--- config.mk ---
export PLATFORM = sky130hd
export DESIGN_NAME = led_sweep
export DESIGN_NICKNAME = d
export VERILOG_FILES = /design/src/rtl/led_sweep_pkg.sv /design/src/rtl/led_sweep_btn_sync_debounce.sv /design/src/rtl/led_sweep.sv
export SDC_FILE = /design/constraint.sdc
export NUM_CORES = 1
export LEC_CHECK = 0
export CAP_MARGIN = 0
export CORE_UTILIZATION = 60
export CTS_CLUSTER_DIAMETER = 150
export DETAILED_ROUTE_END_ITERATION = 7
export GPL_TIMING_DRIVEN = 0
export PLACE_DENSITY = 0.84
export SYNTH_ARGS = -nofsm -noshare
export SYNTH_HDL_FRONTEND = slang
export SYNTH_SLANG_ARGS = --single-unit
--- constraint.sdc ---
create_clock -name clk -period 7.05 [get_ports clk]
set_input_delay 1.41 -clock clk [delete_from_list [all_inputs] [get_ports clk]]
set_output_delay 1.41 -clock clk [all_outputs]
set_load 0.03 [all_outputs]
--- src/rtl/led_sweep_pkg.sv ---
// Shared types for the LED sweep engine: display modes, FSM states, sweep direction.
// Latency: n/a (types and constants only).
// Backpressure: n/a.
package led_sweep_pkg;

    typedef enum logic [1:0] {
        MODE_FILL   = 2'd0,
        MODE_DOT    = 2'd1,
        MODE_BOUNCE = 2'd2
    } mode_e;

    typedef enum logic {
        ST_IDLE = 1'b0,
        ST_RUN  = 1'b1
    } state_e;

    localparam logic DIR_UP   = 1'b0;
    localparam logic DIR_DOWN = 1'b1;

    // Raw mode encoding 3 is unused and folds onto FILL.
    function automatic mode_e decode_mode(input logic [1:0] raw);
        case (raw)
            2'd1:    return MODE_DOT;
            2'd2:    return MODE_BOUNCE;
            default: return MODE_FILL;
        endcase
    endfunction

endpackage

--- src/rtl/led_sweep_btn_sync_debounce.sv ---
// Push-button conditioner: 2-flop synchroniser, optional debounce (LED_SWEEP_DEBOUNCE_EN).
// Latency: 2 cycles; plus DEB_CYCLES when LED_SWEEP_DEBOUNCE_EN is defined.
// Backpressure: none, free-running level output.
import led_sweep_pkg::*;

module btn_sync_debounce #(
    parameter int DEB_CYCLES = 1000
) (
    input  logic clk,
    input  logic rst,
    input  logic button_inp,
    output logic btn_s
);

    logic btn_meta;
    logic btn_sync;

    // Two-stage synchroniser for the asynchronous button.
    always_ff @(posedge clk or negedge rst) begin
        if (!rst) begin
            btn_meta <= 1'b0;
            btn_sync <= 1'b0;
        end else begin
            btn_meta <= button_inp;
            btn_sync <= btn_meta;
        end
    end

`ifdef LED_SWEEP_DEBOUNCE_EN
    localparam int CNT_W = $clog2(DEB_CYCLES + 1);

    logic [CNT_W-1:0] deb_cnt;

    // Accept a new level only after it has differed from the current one for DEB_CYCLES cycles.
    always_ff @(posedge clk or negedge rst) begin
        if (!rst) begin
            deb_cnt <= '0;
            btn_s   <= 1'b0;
        end else if (btn_sync != btn_s) begin
            if (deb_cnt == CNT_W'(DEB_CYCLES - 1)) begin
                deb_cnt <= '0;
                btn_s   <= btn_sync;
            end else begin
                deb_cnt <= deb_cnt + CNT_W'(1);
            end
        end else begin
            deb_cnt <= '0;
        end
    end
`else
    assign btn_s = btn_sync;
`endif

endmodule

--- src/rtl/led_sweep.sv ---
// LED sweep engine: FILL / DOT / BOUNCE chase while the button is held (debounce via LED_SWEEP_DEBOUNCE_EN).
// Latency: RUN two cycles after press is sampled; first LED step step_div+1 cycles later.
// Backpressure: none, outputs are free-running registered levels and a done pulse.
import led_sweep_pkg::*;

module led_sweep #(
    parameter int N_LEDS     = 8,
    parameter int DIV_W      = 16,
    parameter int DEB_CYCLES = 1000
) (
    input  logic              clk,
    input  logic              rst,
    input  logic              button_inp,
    input  logic [1:0]        mode,
    input  logic [DIV_W-1:0]  step_div,
    output logic [N_LEDS-1:0] led,
    output logic              busy,
    output logic              done
);

    localparam int PH_W  = $clog2(N_LEDS + 1);
    localparam int POS_W = $clog2(N_LEDS);

    logic              btn_s;
    state_e            state;
    mode_e             mode_q;
    logic [DIV_W-1:0]  pre_cnt;
    logic [PH_W-1:0]   ph;
    logic [PH_W-1:0]   ph_nxt;
    logic [POS_W-1:0]  pos;
    logic [POS_W-1:0]  pos_nxt;
    logic              dir;
    logic              dir_nxt;
    logic              tick;
    logic              wrap;
    logic [N_LEDS-1:0] led_nxt;

    btn_sync_debounce #(
        .DEB_CYCLES (DEB_CYCLES)
    ) u_btn (
        .clk        (clk),
        .rst        (rst),
        .button_inp (button_inp),
        .btn_s      (btn_s)
    );

    // Next step of the sweep and the LED pattern it produces, applied only on a tick.
    always_comb begin
        // >= keeps the prescaler from running away if step_div shrinks mid-count.
        tick    = (pre_cnt >= step_div);
        ph_nxt  = (ph == PH_W'(N_LEDS)) ? '0 : ph + PH_W'(1);
        pos_nxt = (dir == DIR_UP) ? pos + POS_W'(1) : pos - POS_W'(1);
        // Direction flips on arrival at an end, so each end LED shows for a single step.
        dir_nxt = dir;
        if (pos_nxt == POS_W'(N_LEDS - 1)) begin
            dir_nxt = DIR_DOWN;
        end else if (pos_nxt == '0) begin
            dir_nxt = DIR_UP;
        end
        led_nxt = '0;
        wrap    = 1'b0;
        case (mode_q)
            MODE_DOT: begin
                wrap = (ph == PH_W'(N_LEDS));
                for (int i = 0; i < N_LEDS; i++) begin
                    led_nxt[i] = (ph_nxt == PH_W'(i + 1));
                end
            end
            MODE_BOUNCE: begin
                wrap = (dir == DIR_DOWN) && (pos_nxt == '0);
                for (int i = 0; i < N_LEDS; i++) begin
                    led_nxt[i] = (pos_nxt == POS_W'(i));
                end
            end
            default: begin
                wrap = (ph == PH_W'(N_LEDS));
                for (int i = 0; i < N_LEDS; i++) begin
                    led_nxt[i] = (PH_W'(i) < ph_nxt);
                end
            end
        endcase
    end

    // Control FSM with prescaler, sweep counters and registered outputs.
    always_ff @(posedge clk or negedge rst) begin
        if (!rst) begin
            state   <= ST_IDLE;
            mode_q  <= MODE_FILL;
            pre_cnt <= '0;
            ph      <= '0;
            pos     <= '0;
            dir     <= DIR_UP;
            led     <= '0;
            busy    <= 1'b0;
            done    <= 1'b0;
        end else begin
            case (state)
                ST_IDLE: begin
                    done <= 1'b0;
                    if (btn_s) begin
                        state   <= ST_RUN;
                        busy    <= 1'b1;
                        mode_q  <= decode_mode(mode);
                        pre_cnt <= '0;
                        ph      <= '0;
                        pos     <= '0;
                        dir     <= DIR_UP;
                        // BOUNCE lights its first LED immediately; FILL/DOT start dark.
                        led     <= (decode_mode(mode) == MODE_BOUNCE) ? N_LEDS'(1) : '0;
                    end
                end
                ST_RUN: begin
                    if (!btn_s) begin
                        // Release wins over any tick on the same edge.
                        state   <= ST_IDLE;
                        busy    <= 1'b0;
                        done    <= 1'b0;
                        pre_cnt <= '0;
                        ph      <= '0;
                        pos     <= '0;
                        dir     <= DIR_UP;
                        led     <= '0;
                    end else if (tick) begin
                        pre_cnt <= '0;
                        ph      <= ph_nxt;
                        pos     <= pos_nxt;
                        dir     <= dir_nxt;
                        led     <= led_nxt;
                        done    <= wrap;
                    end else begin
                        pre_cnt <= pre_cnt + DIV_W'(1);
                        done    <= 1'b0;
                    end
                end
                default: begin
                    state <= ST_IDLE;
                end
            endcase
        end
    end

endmodule

==> results.yml, run 1 <==
power:
  clkPwrFrac_pct: 35.2
  p_switching_mw: 0.143
  switching_share_pct: 27.3
  power_frac_comb_pct: 19.6
  sequentialPowerShare_pct: 45.1
  ir_worst_vdd_uv: 126
  leakage_nw: 1.49
  p_per_area_nw_per_um2: 158
  power.internal_mw: 0.381
timing:
  rsz0062_at_grt: "false"
  fmax_ghz: 0.290
  hold_viol: 0
  fin_crit_ns: 3.45
  report.final.slew_viol_count: 0
  worst_pin_slew_ns: 0.869
  fin_crit_sh_pct: 49.0
  setup_violations: 0
  max_slew_margin_pct: 42.0
  hold_ws_ns: 0.359
  tns_ns: 0
  timing.final.ws_setup_ns: 3.60
  fin_skew_ns: 0.00531
die:
  coreArea_um2: 4470
  start_util_pct: 63.8
  rows: 24
  die_h_um: 71.0
  io_pins: 31
  die_w_um: 71.0
  die_area_um2: 5030
final_layout:
  fillers: 330
  n_antenna_cell: 0
  final_nets: 401
  final_area_um2: 3320
  syn_to_final_growth_pct: 16.4
  multi_input_area_um2: 1700
  seq_area_um2: 976
  fin_util_pct: 74.2
  layout-drive-gt1-share_pct: 10.9
setup_path:
  start_kind: "input pin"
  cp_num_buf_inv: 1
  cp_data_arrival_time_ns: 3.63
  cpMaxStageDelayCell: "clkdlybuf4s50_1"
  path_delay_family: "compound AO/OA/AOI/OAI gates"
  cp_cell_sequence: "clkdlybuf4s50_1 -> ha_1 -> nand2b_4 -> a2111oi_4 -> o311ai_4 -> a21oi_4 -> nor2_8 -> mux2_4"
  cp_max_fo: 10
  end_kind: "flip-flop"
  max_stage_delay_ns: 0.40
  cp.required_ns: 7.23
  path_class: "input pin to flip-flop"
  rrSetupSlack_ns: 4.66
routing:
  dr.pass1.iters: 4
  ant_nets: 0
  vias: 2368
  vias_per_cell: 5.92
  totalWireLength_um: 6000
  wl_per_cell_um: 15.0
  drt-initial-drc-count: 195
  drc: 0
status:
  status: "complete, no violations"
clock_network:
  cts-root-buf: "clkbuf_8"
  ctsResizeCount: 0
  cts.clk_slew.worst_paths_ns: 0.08
  cts_hold_buffers: 0
  cts-htree-levels: 2
  cts.sinks: 39
  clk_path_buf_depth: 2
  post-cts-setup-buffers: 0
  cts_tree: "built"
  cts_buffers: 5
  insertion_delay_ns: 0.30
run:
  max_cap_viol_count: 0
global_route:
  antenna_found_initial: 0
  grt_use_total_pct: 27.2
  grt-ovfl-total: 0
  grt_pass1_vias: 2320
  grt_max_degree: 40
  grt_pass1_wl_um: 10800
place:
  hpwl_um: 4400
  portBuffers: 30
  dp_slack_ns: 3.28
  gp_congestion: 0.929
  placed_cell_area_um2: 3210
synth:
  async_reset_ff_share_pct: 100
  synth_area_um2: 2850
  synth_flop_cell: "dfrtp_1"
  ys_warn_count: 0
  synth_cell_types: 49
  syn_avg_cell_area_um2: 9.17
  synth_seq_cells: 39
  synthCells: 311
  syn_nets: 364
  synth_edf_count: 0
  ys_seq_area_share_pct: 34.2
min_path:
  hp-class: "flip-flop to flip-flop"
[cells by family (layout without fill, tap and decap cells)]
kind of cell             Yosys count  count (layout)  share of synthesized area [%]
AND/OR/NAND/NOR                  102             102                           18.4
AO/OA/AOI/OAI                     76              76                           19.5
buffers and inverters             44              81                           6.27
flip-flops                        39              39                           34.2
adder cells (fa/ha/maj)           32              32                           14.3
XOR/XNOR                           9               9                           2.76
multiplexers                       9               9                           4.61
[power groups by stage]
| stage | Sequential, mW | Clock [mW] | Combinational, mW |
|---|---|---|---|
| after detailed placement | 0.241 | 0 | 0.103 |
| after floorplan | 0.251 | 0 | 0.0541 |
| after global placement | 0.241 | 0 | 0.102 |
| after global routing | 0.238 | 0.195 | 0.114 |
| after CTS | 0.237 | 0.187 | 0.103 |
| final | 0.237 | 0.185 | 0.103 |
[worst reg2reg max path: stages, from the launching register on]
cell       delay, ns
dfrtp_1         0.42
inv_1           0.06
ha_1            0.26
nand2b_4        0.14
a2111oi_4       0.39
o311ai_4        0.18
a21oi_4         0.36
nor2_8          0.13
mux2_4          0.33
[per-stage QoR]
step                      power, mW  instances
after floorplan               0.305        311
after global placement        0.342        393
after detailed placement      0.344        393
after CTS                     0.527        400
after global routing          0.547        400
final                         0.525        400
[sequential cells by signal (all words and copies together), names as in the netlist]
| name | flops |
|---|---|
| pre_cnt | 16 |
| led | 8 |
| ph | 4 |
| pos | 3 |
| mode_q | 2 |
| busy | 1 |
| dir | 1 |
| done | 1 |
| state | 1 |
| u_btn.btn_meta | 1 |
| u_btn.btn_s | 1 |
[synthesized netlist by cell type (all sizes together), types with 3 or more instances]
| master | number | area (um^2) |
|---|---|---|
| dfrtp | 39 | 976 |
| inv | 33 | 124 |
| ha | 31 | 388 |
| nand2 | 27 | 101 |
| nor2 | 20 | 91.3 |
| a21oi | 19 | 106 |
| o21ai | 15 | 75.1 |
| nand3 | 14 | 70.1 |
| nor3 | 12 | 60.1 |
| buf | 9 | 47.5 |
| mux2 | 9 | 131 |
| o22ai | 7 | 43.8 |
| nand2b | 6 | 52.6 |
| o21a | 6 | 45.0 |
| or3 | 6 | 37.5 |
| nand4 | 5 | 31.3 |
| xor2 | 5 | 43.8 |
| a211oi | 4 | 30.0 |
| a31oi | 4 | 25.0 |
| o31ai | 4 | 30.0 |
| or2 | 4 | 25.0 |
| xnor2 | 4 | 35.0 |
| and3 | 3 | 20.0 |
| nand3b | 3 | 22.5 |
| o2bb2ai | 3 | 26.3 |
| o311ai | 3 | 51.3 |
[per-layer routing]
| metal | GRT usage [%] | vias to the layer above | routed length, um |
|---|---|---|---|
| met5 | 0 | - | 0 |
| met4 | 10.0 | 0 | 96 |
| met3 | 4.70 | 10 | 361 |
| met2 | 41.0 | 72 | 2680 |
| met1 | 39.4 | 1112 | 2860 |
| li1 | - | 1174 | - |
[final cells by class]
| cell class | count | share of cell area (%) |
|---|---|---|
| multi-input combinational | 228 | 51.1 |
| sequential | 39 | 29.4 |
| timing repair buffer | 30 | 8.90 |
| inverter | 33 | 3.73 |
| clock buffer | 5 | 2.07 |
| tap | 52 | 1.96 |
| buffer | 11 | 1.66 |
| clock inverter | 2 | 1.13 |
[placed cells by master, fill, tap and decap left out, types with 2 or more instances in the layout]
cell,Yosys,layout
xnor2_1,4,4
nand4_1,5,5
nor3_1,12,12
nor2_1,19,19
buf_1,3,3
or3_1,6,6
nand2_1,27,27
nand2b_1,4,4
o22ai_1,7,7
clkbuf_1,2,2
xor2_1,5,5
nand2b_4,2,2
a21oi_1,18,18
a211oi_1,4,4
inv_1,33,33
nand3b_1,3,3
o31ai_1,4,4
o21ai_1,2,2
or2_2,4,4
ha_1,31,31
nor2b_1,2,2
clkbuf_8,0,5
and3_1,2,2
nand3_1,14,14
clkdlybuf4s50_1,0,29
o21a_1,6,6
o21ai_0,13,13
buf_2,5,6
o2bb2ai_1,3,3
mux2_4,8,8
a21o_1,2,2
dfrtp_1,39,39
a31oi_1,4,4
[final timing paths]
kind	from	to	cells after the start
worst min register to register	u_btn.btn_meta	u_btn.btn_s	0
max in group asynchronous	rst	led[4]	1
worst max register to register	pre_cnt[0]	led[3]	8
worst max-delay path	step_div[0]	led[3]	8
worst min-delay path	u_btn.btn_meta	u_btn.btn_s	0
min in group asynchronous	rst	pre_cnt[7]	1
Power figures use the tool's default switching activity.
==> run 2, diff against run 1 <==
Settings changed: CORE_UTILIZATION 60 to 57, PLACE_DENSITY 0.84 to 0.8.
Clock period 7.05 ns to 3.28 ns, I/O delays scaled along.
==> results.yml, run 2 (same netlist as run 1, synthesis figures left out) <==
timing:
  tns_ns: 0
  hold_ws_ns: 0.352
  worst_pin_slew_ns: 0.866
  fin_skew_ns: 0.00678
  fin_crit_ns: 2.73
  timing.final.ws_setup_ns: 0.546
  max_slew_margin_pct: 42.2
  report.final.slew_viol_count: 0
  fin_crit_sh_pct: 83.3
  rsz0062_at_grt: "false"
  setup_violations: 0
  hold_viol: 0
  fmax_ghz: 0.366
global_route:
  grt_max_degree: 40
  grt_pass1_wl_um: 10200
  grt-ovfl-total: 0
  grt_use_total_pct: 24.6
  antenna_found_initial: 0
  grt_pass1_vias: 2254
setup_path:
  cp_data_arrival_time_ns: 2.91
  cp_cell_sequence: "clkdlybuf4s50_1 -> ha_1 -> nand2b_4 -> a2111oi_4 -> o311ai_4 -> a21oi_4 -> nor2_8 -> mux2_4"
  cpMaxStageDelayCell: "clkdlybuf4s50_1"
  rrSetupSlack_ns: 0.85
  cp.required_ns: 3.46
  start_kind: "input pin"
  cp_max_fo: 10
  end_kind: "flip-flop"
  worstSetupStartpoint: "step_div[0]"
  path_class: "input pin to flip-flop"
  max_stage_delay_ns: 0.40
  reg2reg_from: "pos[0]"
final_layout:
  largest_reg_flops: 16
  syn_to_final_growth_pct: 17.9
  n_antenna_cell: 0
  multi_input_area_um2: 1700
  fillers: 394
  layout-drive-gt1-share_pct: 10.9
  fin_util_pct: 70.8
  layout_common_cells: "dfrtp_1 (39), inv_1 (33), ha_1 (31)"
  top_register: "pre_cnt"
  seq_area_um2: 976
  reg_top3: "pre_cnt: 16 flops, led: 8 flops, ph: 4 flops"
  final_common_cell: "dfrtp_1"
  final_nets: 401
power:
  power.internal_mw: 0.902
  ir_worst_vdd_uv: 233
  sequentialPowerShare_pct: 42.2
  power_frac_comb_pct: 18.4
  switching_share_pct: 25.3
  p_per_area_nw_per_um2: 359
  leakage_nw: 1.51
  clkPwrFrac_pct: 39.4
  p_switching_mw: 0.305
min_path:
  hp-start: "u_btn.btn_meta"
  hp-class: "flip-flop to flip-flop"
clock_network:
  cts_tree: "built"
  cts.clk_slew.worst_paths_ns: 0.08
  cts_hold_buffers: 0
  cts_buffers: 5
  ctsResizeCount: 0
  post-cts-setup-buffers: 0
  cts-htree-levels: 2
  insertion_delay_ns: 0.29
  clk_path_buf_depth: 2
  cts.sinks: 39
  cts-root-buf: "clkbuf_8"
routing:
  dr.pass1.iters: 4
  ant_nets: 0
  vias_per_cell: 5.65
  drc: 0
  wl_per_cell_um: 14.1
  vias: 2351
  drt-initial-drc-count: 209
  totalWireLength_um: 5860
die:
  coreArea_um2: 4750
  start_util_pct: 60.0
  die_w_um: 72.7
  die_h_um: 72.7
  io_pins: 31
  rows: 25
  die_area_um2: 5290
place:
  gp_congestion: 0.900
  hpwl_um: 4440
  portBuffers: 30
  dp_slack_ns: 0.238
status:
  status: "complete, no violations"
run:
  max_cap_viol_count: 0
-- run 2: final cells by class --
class	instances	area share [%]
repair buffers	30	8.78
well taps	67	2.49
clock inverters	2	1.79
flip-flops and latches	39	29.0
multi-input cells	228	50.5
inverters	33	3.68
plain buffers	11	1.64
clock buffers	6	2.16
-- run 2: layer usage --
layer | global-route usage, % | wire length (um) | vias up
met5 | 0 | 0 | -
met4 | 6.32 | 59 | 0
met3 | 5.94 | 341 | 6
met2 | 38.0 | 2600 | 72
met1 | 34.7 | 2870 | 1100
li1 | - | - | 1173
-- run 2: path summary, 6_finish.rpt --
| check | end | cells past startpoint |
|---|---|---|
| max | led[0] | 8 |
| min | u_btn.btn_s | 0 |
| max reg2reg | led[4] | 8 |
| min reg2reg | u_btn.btn_s | 0 |
| max in group asynchronous | pre_cnt[7] | 1 |
| min in group asynchronous | ph[1] | 1 |
-- run 2: worst max-delay path: cells and delay by family --
kind	cells	cell delay (ns)
buf+inv	1	0.40
compound gates	3	0.96
simple gates	2	0.28
mux	1	0.33
fa+ha+maj	1	0.29
-- run 2: stage by stage --
| step | cells | cell area (um^2) | power, mW |
|---|---|---|---|
| 3_3_place_gp | 408 | 3240 | 0.736 |
| 4_1_cts | 416 | 3360 | 1.21 |
| 6_report | 416 | 3360 | 1.21 |
| 5_1_grt | 416 | 3360 | 1.25 |
| 3_5_place_dp | 408 | 3230 | 0.739 |
| 2_1_floorplan | 311 | 2850 | 0.656 |
-- run 2: power groups by stage --
stage / logic [mW] / clock network, mW / registers (mW)
floorplan: 0.116 / 0 / 0.539
global placement: 0.219 / 0 / 0.517
detailed placement: 0.221 / 0 / 0.519
CTS: 0.223 / 0.480 / 0.509
global route: 0.243 / 0.494 / 0.511
finish: 0.222 / 0.476 / 0.509
==> run 3, diff against run 2 <==
Clock period 3.28 ns to 2.6 ns, I/O delays scaled along.
==> results.yml, run 3 (same netlist as run 1, synthesis figures left out) <==
global_route:
  grt_max_degree: 40
  grt_pass1_wl_um: 10200
  grt_pass1_vias: 2254
  grt-ovfl-total: 0
  grt_use_total_pct: 24.6
  antenna_found_initial: 0
routing:
  dr.pass1.iters: 4
  wl_per_cell_um: 14.3
  vias: 2370
  ant_nets: 0
  vias_per_cell: 5.68
  drc: 0
  totalWireLength_um: 5950
  drt-initial-drc-count: 184
setup_path:
  cp_data_arrival_time_ns: 2.72
  path_delay_family: "buffers and inverters"
  max_stage_delay_ns: 0.45
  cp_max_fo: 10
  worstSetupStartpoint: "step_div[7]"
  cp_num_buf_inv: 3
  reg2reg_to: "led[4]"
  start_kind: "input pin"
  cp_cell_sequence: "clkdlybuf4s50_1 -> inv_1 -> ha_1 -> nand4_1 -> o311ai_4 -> a21oi_4 -> buf_12 -> nor2_8 -> mux2_4"
  end_kind: "flip-flop"
  cpMaxStageDelayCell: "clkdlybuf4s50_1"
  rrSetupSlack_ns: 0.17
  ff2ff_path_depth: 8
  cp.required_ns: 2.78
  path_class: "input pin to flip-flop"
  reg2reg_from: "pos[0]"
clock_network:
  cts-root-buf: "clkbuf_8"
  cts-htree-levels: 2
  cts_buffers: 5
  cts_hold_buffers: 0
  clk_path_buf_depth: 2
  insertion_delay_ns: 0.29
  cts.sinks: 39
  cts.clk_slew.worst_paths_ns: 0.08
  cts_tree: "built"
final_layout:
  top_register: "pre_cnt"
  final_common_cell: "dfrtp_1"
  final_area_um2: 3390
  largest_reg_flops: 16
  reg_top3: "pre_cnt: 16 flops, led: 8 flops, ph: 4 flops"
  layout_common_cells: "dfrtp_1 (39), inv_1 (33), ha_1 (31)"
  final_nets: 402
  syn_to_final_growth_pct: 18.8
  n_antenna_cell: 0
  fin_util_pct: 71.3
  layout-drive-gt1-share_pct: 11.4
place:
  portBuffers: 30
  hpwl_um: 4440
  gp_congestion: 0.900
  placed_cell_area_um2: 3230
die:
  die_h_um: 72.7
  rows: 25
  die_area_um2: 5290
  die_w_um: 72.7
  start_util_pct: 60.0
  io_pins: 31
  coreArea_um2: 4750
timing:
  fmax_ghz: 0.394
  report.final.slew_viol_count: 0
  setup_violations: 0
  hold_ws_ns: 0.341
  fin_skew_ns: 0.00629
  hold_viol: 0
  worst_pin_slew_ns: 0.874
  max_slew_margin_pct: 41.7
  fin_crit_ns: 2.54
  fin_crit_sh_pct: 97.7
power:
  leakage_nw: 1.52
  ir_worst_vdd_uv: 295
  p_per_area_nw_per_um2: 451
status:
  status: "complete, no violations"
run:
  max_cap_viol_count: 0
min_path:
  hp-class: "input pin to asynchronous set/reset pin"
run 3: where the power goes:
part	internal, mW	switching, mW
registers	0.628	0.0140
clock network	0.384	0.216
logic	0.129	0.156
total	1.14	0.386
run 3: metal layers:
metal | GRT usage (%) | wire (um)
met2 | 38.0 | 2630
met4 | 6.32 | 59
met5 | 0 | 0
met3 | 5.94 | 366
met1 | 34.7 | 2900
run 3: worst max-delay path by stage:
stage                        end  slack, ns  cells past startpoint
after floorplan           led[0]       0.28                      7
after global placement    led[0]      -0.27                      8
after detailed placement  led[0]      -0.31                      8
after CTS                 led[0]      0.005                      8
after global routing       ph[2]      -0.02                     11
final                     led[0]       0.06                      9
run 3: repair_timing:
action	in CTS	in global routing
gates resized for setup	0	1
setup buffers	0	1
endpoints found under the setup margin	0	15
run 3: final cells by class:
cell class	instances	area [um^2]
Multi-Input combinational cell	228	1700
Clock inverter	2	60.1
Timing Repair Buffer	31	315
Inverter	33	124
Fill cell	389	1370
Tap cell	67	83.8
Clock buffer	6	72.6
Buffer	11	55.1
Sequential cell	39	976
run 3: through the flow:
step | cells | setup TNS [ns] | power (mW) | setup WS (ns)
3_5_place_dp | 408 | -6.31 | 0.933 | -0.306
5_1_grt | 417 | -0.0226 | 1.58 | -0.0216
3_3_place_gp | 408 | -5.35 | 0.929 | -0.270
4_1_cts | 416 | 0 | 1.53 | 0.00548
2_1_floorplan | 311 | 0 | 0.827 | 0.283
6_report | 417 | 0 | 1.53 | 0.0609
run 3: worst reg2reg max path: cells and delay by family (launching register included):
| kind | cells | cell delay, ns |
|---|---|---|
| flip-flops | 1 | 0.47 |
| XOR/XNOR | 2 | 0.42 |
| buffers and inverters | 1 | 0.27 |
| multiplexers | 1 | 0.26 |
| AND/OR/NAND/NOR | 2 | 0.15 |
| AO/OA/AOI/OAI | 1 | 0.30 |
| adder cells (fa/ha/maj) | 1 | 0.46 |
